==> src/rtl/cp0_reg_pkg.sv <==
// Shared CP0 definitions: register numbers, exception type codes and
// Status/Cause field positions used by the register file and pipeline control.
package cp0_reg_pkg;

    localparam logic [4:0] CP0_REG_COUNT   = 5'd9;
    localparam logic [4:0] CP0_REG_COMPARE = 5'd11;
    localparam logic [4:0] CP0_REG_STATUS  = 5'd12;
    localparam logic [4:0] CP0_REG_CAUSE   = 5'd13;
    localparam logic [4:0] CP0_REG_EPC     = 5'd14;
    localparam logic [4:0] CP0_REG_PRID    = 5'd15;
    localparam logic [4:0] CP0_REG_CONFIG  = 5'd16;

    localparam logic [31:0] EXC_NONE      = 32'h0000_0000;
    localparam logic [31:0] EXC_INTERRUPT = 32'h0000_0001;
    localparam logic [31:0] EXC_SYSCALL   = 32'h0000_0008;
    localparam logic [31:0] EXC_BREAK     = 32'h0000_0009;
    localparam logic [31:0] EXC_INST_INV  = 32'h0000_000a;
    localparam logic [31:0] EXC_OVERFLOW  = 32'h0000_000c;
    localparam logic [31:0] EXC_TRAP      = 32'h0000_000d;
    localparam logic [31:0] EXC_ERET      = 32'h0000_000e;

    localparam int unsigned STATUS_IE      = 0;
    localparam int unsigned STATUS_EXL     = 1;
    localparam int unsigned CAUSE_BD       = 31;
    localparam int unsigned CAUSE_IP_HW_HI = 15;
    localparam int unsigned CAUSE_IP_HW_LO = 10;
    localparam int unsigned CAUSE_IP_SW_HI = 9;
    localparam int unsigned CAUSE_IP_SW_LO = 8;
    localparam int unsigned CAUSE_EXC_HI   = 6;
    localparam int unsigned CAUSE_EXC_LO   = 2;

    localparam logic [31:0] STATUS_RESET = 32'h1000_0000;

    // Unrecognised nonzero codes are reported as an interrupt.
    function automatic logic [4:0] exc_code(input logic [31:0] excepttype);
        case (excepttype)
            EXC_SYSCALL:  exc_code = 5'd8;
            EXC_BREAK:    exc_code = 5'd9;
            EXC_INST_INV: exc_code = 5'd10;
            EXC_OVERFLOW: exc_code = 5'd12;
            EXC_TRAP:     exc_code = 5'd13;
            default:      exc_code = 5'd0;
        endcase
    endfunction

endpackage

==> src/rtl/cp0_reg.sv <==
// Coprocessor-0 register file: Count/Compare timer, Status, Cause, EPC, PRId,
// Config, exception entry/eret bookkeeping and the mfc0 read mux.
module cp0_reg
    import cp0_reg_pkg::*;
#(
    parameter logic [31:0] PRID_VALUE   = 32'h0048_0102,
    parameter logic [31:0] CONFIG_VALUE = 32'h0000_8000
) (
    input  logic        clk,
    input  logic        rst,
    input  logic        we_i,
    input  logic [4:0]  waddr_i,
    input  logic [31:0] data_i,
    input  logic [4:0]  raddr_i,
    input  logic [5:0]  int_i,
    input  logic [31:0] excepttype_i,
    input  logic [31:0] current_inst_addr_i,
    input  logic        is_in_delayslot_i,
    output logic [31:0] data_o,
    output logic [31:0] count_o,
    output logic [31:0] compare_o,
    output logic [31:0] status_o,
    output logic [31:0] cause_o,
    output logic [31:0] epc_o,
    output logic [31:0] config_o,
    output logic [31:0] prid_o,
    output logic        timer_int_o
);

    assign prid_o   = PRID_VALUE;
    assign config_o = CONFIG_VALUE;

    // NOTE: non-blocking assignments let the later exception overlay win per bit
    // over the mtc0 write issued earlier in the same block, while every
    // condition still reads the pre-edge register values.
    always_ff @(posedge clk) begin
        if (rst) begin
            count_o     <= '0;
            compare_o   <= '0;
            status_o    <= STATUS_RESET;
            cause_o     <= '0;
            epc_o       <= '0;
            timer_int_o <= 1'b0;
        end else begin
            count_o <= count_o + 32'd1;
            cause_o[CAUSE_IP_HW_HI:CAUSE_IP_HW_LO] <= int_i;

            if (compare_o != 32'd0 && count_o == compare_o) begin
                timer_int_o <= 1'b1;
            end

            if (we_i) begin
                case (waddr_i)
                    CP0_REG_COUNT:   count_o <= data_i;
                    CP0_REG_COMPARE: begin
                        compare_o   <= data_i;
                        timer_int_o <= 1'b0;
                    end
                    CP0_REG_STATUS:  status_o <= data_i;
                    CP0_REG_CAUSE:   cause_o[CAUSE_IP_SW_HI:CAUSE_IP_SW_LO] <= data_i[CAUSE_IP_SW_HI:CAUSE_IP_SW_LO];
                    CP0_REG_EPC:     epc_o <= data_i;
                    default: ;
                endcase
            end

            // Exception state is recorded only on the first, non-nested entry.
            if (excepttype_i == EXC_ERET) begin
                status_o[STATUS_EXL] <= 1'b0;
            end else if (excepttype_i != EXC_NONE) begin
                cause_o[CAUSE_EXC_HI:CAUSE_EXC_LO] <= exc_code(excepttype_i);
                status_o[STATUS_EXL] <= 1'b1;
                if (!status_o[STATUS_EXL]) begin
                    epc_o <= is_in_delayslot_i ? current_inst_addr_i - 32'd4
                                               : current_inst_addr_i;
                    cause_o[CAUSE_BD] <= is_in_delayslot_i;
                end
            end
        end
    end

    always_comb begin
        data_o = '0;
        case (raddr_i)
            CP0_REG_COUNT:   data_o = count_o;
            CP0_REG_COMPARE: data_o = compare_o;
            CP0_REG_STATUS:  data_o = status_o;
            CP0_REG_CAUSE:   data_o = cause_o;
            CP0_REG_EPC:     data_o = epc_o;
            CP0_REG_PRID:    data_o = prid_o;
            CP0_REG_CONFIG:  data_o = config_o;
            default:         data_o = '0;
        endcase
    end

endmodule

==> config.mk <==
export PLATFORM = sky130hd
export DESIGN_NAME = cp0_reg
export DESIGN_NICKNAME = d
export VERILOG_FILES = /design/src/rtl/cp0_reg_pkg.sv /design/src/rtl/cp0_reg.sv
export SDC_FILE = /design/constraint.sdc
export NUM_CORES = 1
export LEC_CHECK = 0
export ABC_AREA = 0
export ABC_CLOCK_PERIOD_IN_PS = 2650
export CAP_MARGIN = 25
export CORE_MARGIN = 4
export CORE_UTILIZATION = 43
export DETAILED_ROUTE_END_ITERATION = 8
export PLACE_DENSITY = 0.83
export SETUP_SLACK_MARGIN = 0.3
export SKIP_CTS_REPAIR_TIMING = 1
export SYNTH_ARGS = -nofsm -noshare
export SYNTH_HDL_FRONTEND = slang
export SYNTH_SLANG_ARGS = --single-unit
==> constraint.sdc <==
create_clock -name clk -period 2.65 [get_ports clk]
set_clock_uncertainty 0.05 [all_clocks]
set_input_delay 0.265 -clock clk [delete_from_list [all_inputs] [get_ports clk]]
set_output_delay 0.265 -clock clk [all_outputs]
set_load 0.02 [all_outputs]
==> out/qor.txt <==
outcome: completed
largest family of logic cells by synthesized area: simple AND/OR/NAND/NOR gates
post-synth top area share: 0.3327
grt total ovfl: 0
H-tree level count: 4
Ports: 373
adder-cell share of the synthesized area: 0.002929
hpwl dp: 26,070 microns
crit path max fanout: 16
Synth Area in XOR/XNOR: 0.08815
Final nets: 1,480
Fmax: 421.5 MHz
vias in the first global route: 8,415
synth cell count leaders: nand2_1, dfxtp_1, a21oi_1
P&R area growth vs syn: 45.37%
Max VDD drop: 429.4 uV
drt pass-1 iters: 5
Post-Synth Simple-Gate Area: 0.2119
unrepaired setup endpoints after global routing: true
antenna viol nets, final: 0
Main synth FF type: dfxtp_1
Hold Crit Class: input port to flip-flop
routed vias/inst: 5.530
post-synthesis compound-gate area fraction: 0.1618
die area: 0.02219 sq mm
dpl ws: -262.8 ps
Die Ht: 149.0 microns
Initial Util: 0.4376
Cells after DPL: 1,606
number of enable flip-flop cells after synthesis: 0
input/output buffers: 289
Residual DRC: 0
Worst-Skew Late Latency: 430 ps
ys async rst share: 0
core region area: 0.01953 sq mm
via count: 9,070
Netlist Area Pre-Place: 0.008544 sq mm
fin cells: 1,640
Final Hold Fails: 0
largest area contributor in the netlist: dfxtp_1
row cnt: 51
count leader, synth: nand2_1
Seq/Total Area, Yosys: 0.3327
min setup slack post-route: 277.5 ps
TritonCTS Sinks: 142
diode count: 0
mux cell area share after synthesis: 0.09255
Post-Syn Area per Cell: 7.948 sq um
Total GRT Usage: 0.2869
CTS tree: done
Placer Congestion: 0.9732
share of post-route cells with drive strength above 1: 0.08364
leak pwr: 4.944 nW
Startpoint Class: input port
CP Capture Type: primary output
Mapped Cells: 1,075
post-synthesis cell type count: 51
initial DRC count: 882
WL final: 33,690 microns
Cell Pwr Density: 468.8 mW/mm^2
Tmin final: 2372 ps
initial antenna violation count: 0
Yosys reg bits: 142
utilization after layout: 0.6361
Die Span X: 149.0 microns
Synth area leaders: dfxtp_1, mux2i_1, xnor2_1
maxcap violations: 0
Bufs on Longest Clock Path: 2
largest net degree at the start of global routing: 86
Clk pin slew, worst setup/hold paths: 60 ps
WP data arrival: 2060 ps
Final period util: 0.8953
final setup fails: 0
CTS Buf Count: 17
Syn. warnings: 0
Max-slew headroom: 0.5745
first-pass GRT wire length: 49,090 microns
Root Driver: clkbuf_16
wire per inst: 20.55 microns
Final Max Slew Viols: 0
Slew @ Worst Pin: 638.3 ps
Data required, critical path: 2340 ps
worst setup path class: input port to primary output
[cells in the final DEF, fill, tap and decap left out, types with 9 or more instances in the layout]
master and count:
nor3_1 19, xnor2_1 73, dlymetal6s2s_1 36, dfxtp_1 142, a21o_1 11, nor2_1 83
o21ai_0 22, nand3_1 9, a22oi_1 16, nor2b_1 15, nand4_1 21, mux2i_1 70
clkbuf_16 17, xor2_1 13, o22ai_1 17, buf_4 49, nor4_1 26, clkdlybuf4s50_1 250
and3_1 10, a21oi_1 94, nand2_1 144, conb_1 83, a211oi_1 48
[state kept, by name, summed over array words and instances (netlist names)]
signal       count
epc_o           32
count_o         32
compare_o       32
timer_int_o      1
cause_o         13
status_o        32
[path summary, 6_finish.rpt]
| check | depth (start not counted) | startpoint | slack, ps | to |
|---|---|---|---|---|
| worst max-delay path | 8 | raddr_i[3] | 280 | data_o[17] |
| worst min register to register | 2 | status_o[22]$_SDFFE_PP0P_ | 420 | status_o[22]$_SDFFE_PP0P_ |
| worst max register to register | 5 | count_o[0]$_SDFF_PP0_ | 400 | count_o[25]$_SDFF_PP0_ |
| worst min-delay path | 4 | current_inst_addr_i[25] | 220 | epc_o[25]$_SDFF_PP0_ |
[critical path, stage by stage]
cell and delay (ps):
clkdlybuf4s50_1 480, nor2b_1 210, nand2_1 130, nor3_2 200
buf_12 180, a22oi_1 110, o21ai_0 180, dlymetal6s2s_1 290
[per-layer routing]
metal	track usage	vias up	wire length, microns
met1	0.3687	4312	13690
met2	0.4691	500	15890
met5	0	-	0
met4	0.1053	0	954
li1	-	4196	-
met3	0.06958	62	3151
[cell families (layout without fill, tap and decap cells)]
logic type,after synthesis,count (layout)
adder cells (fa/ha/maj),2,2
flip-flops,142,142
AND/OR/NAND/NOR,376,376
other,2,83
AO/OA/AOI/OAI,224,224
XOR/XNOR,86,86
multiplexers,78,78
buffers and inverters,165,384
[stage by stage]
step / TNS (ps) / hold slack, ps / power (mW) / cell area, sq um
5_1_grt: 0 / 239.4 / 5.985 / 12420
2_1_floorplan: 0 / 336.2 / 2.853 / 8848
3_3_place_gp: -474.7 / 404.2 / 3.267 / 11670
4_1_cts: -97.82 / 302.2 / 5.817 / 12290
6_report: 0 / 218.2 / 5.823 / 12420
3_5_place_dp: -673.5 / 412.7 / 3.280 / 11670
[power by group]
part / internal (mW) / switching [mW] / total, mW
Sequential: 2.20 / 0.0747 / 2.27
Clock: 1.60 / 0.971 / 2.57
Combinational: 0.436 / 0.542 / 0.978
[area by class of cell]
| type | instances | area [sq um] |
|---|---|---|
| Fill cell | 1657 | 7106 |
| Multi-Input combinational cell | 849 | 5119 |
| Timing Repair Buffer | 344 | 3471 |
| Sequential cell | 142 | 2843 |
| Clock buffer | 19 | 442.9 |
| Tap cell | 265 | 331.6 |
| Clock inverter | 13 | 183.9 |
| Inverter | 8 | 30.03 |
No activity file was read; power rests on OpenSTA's default activity.
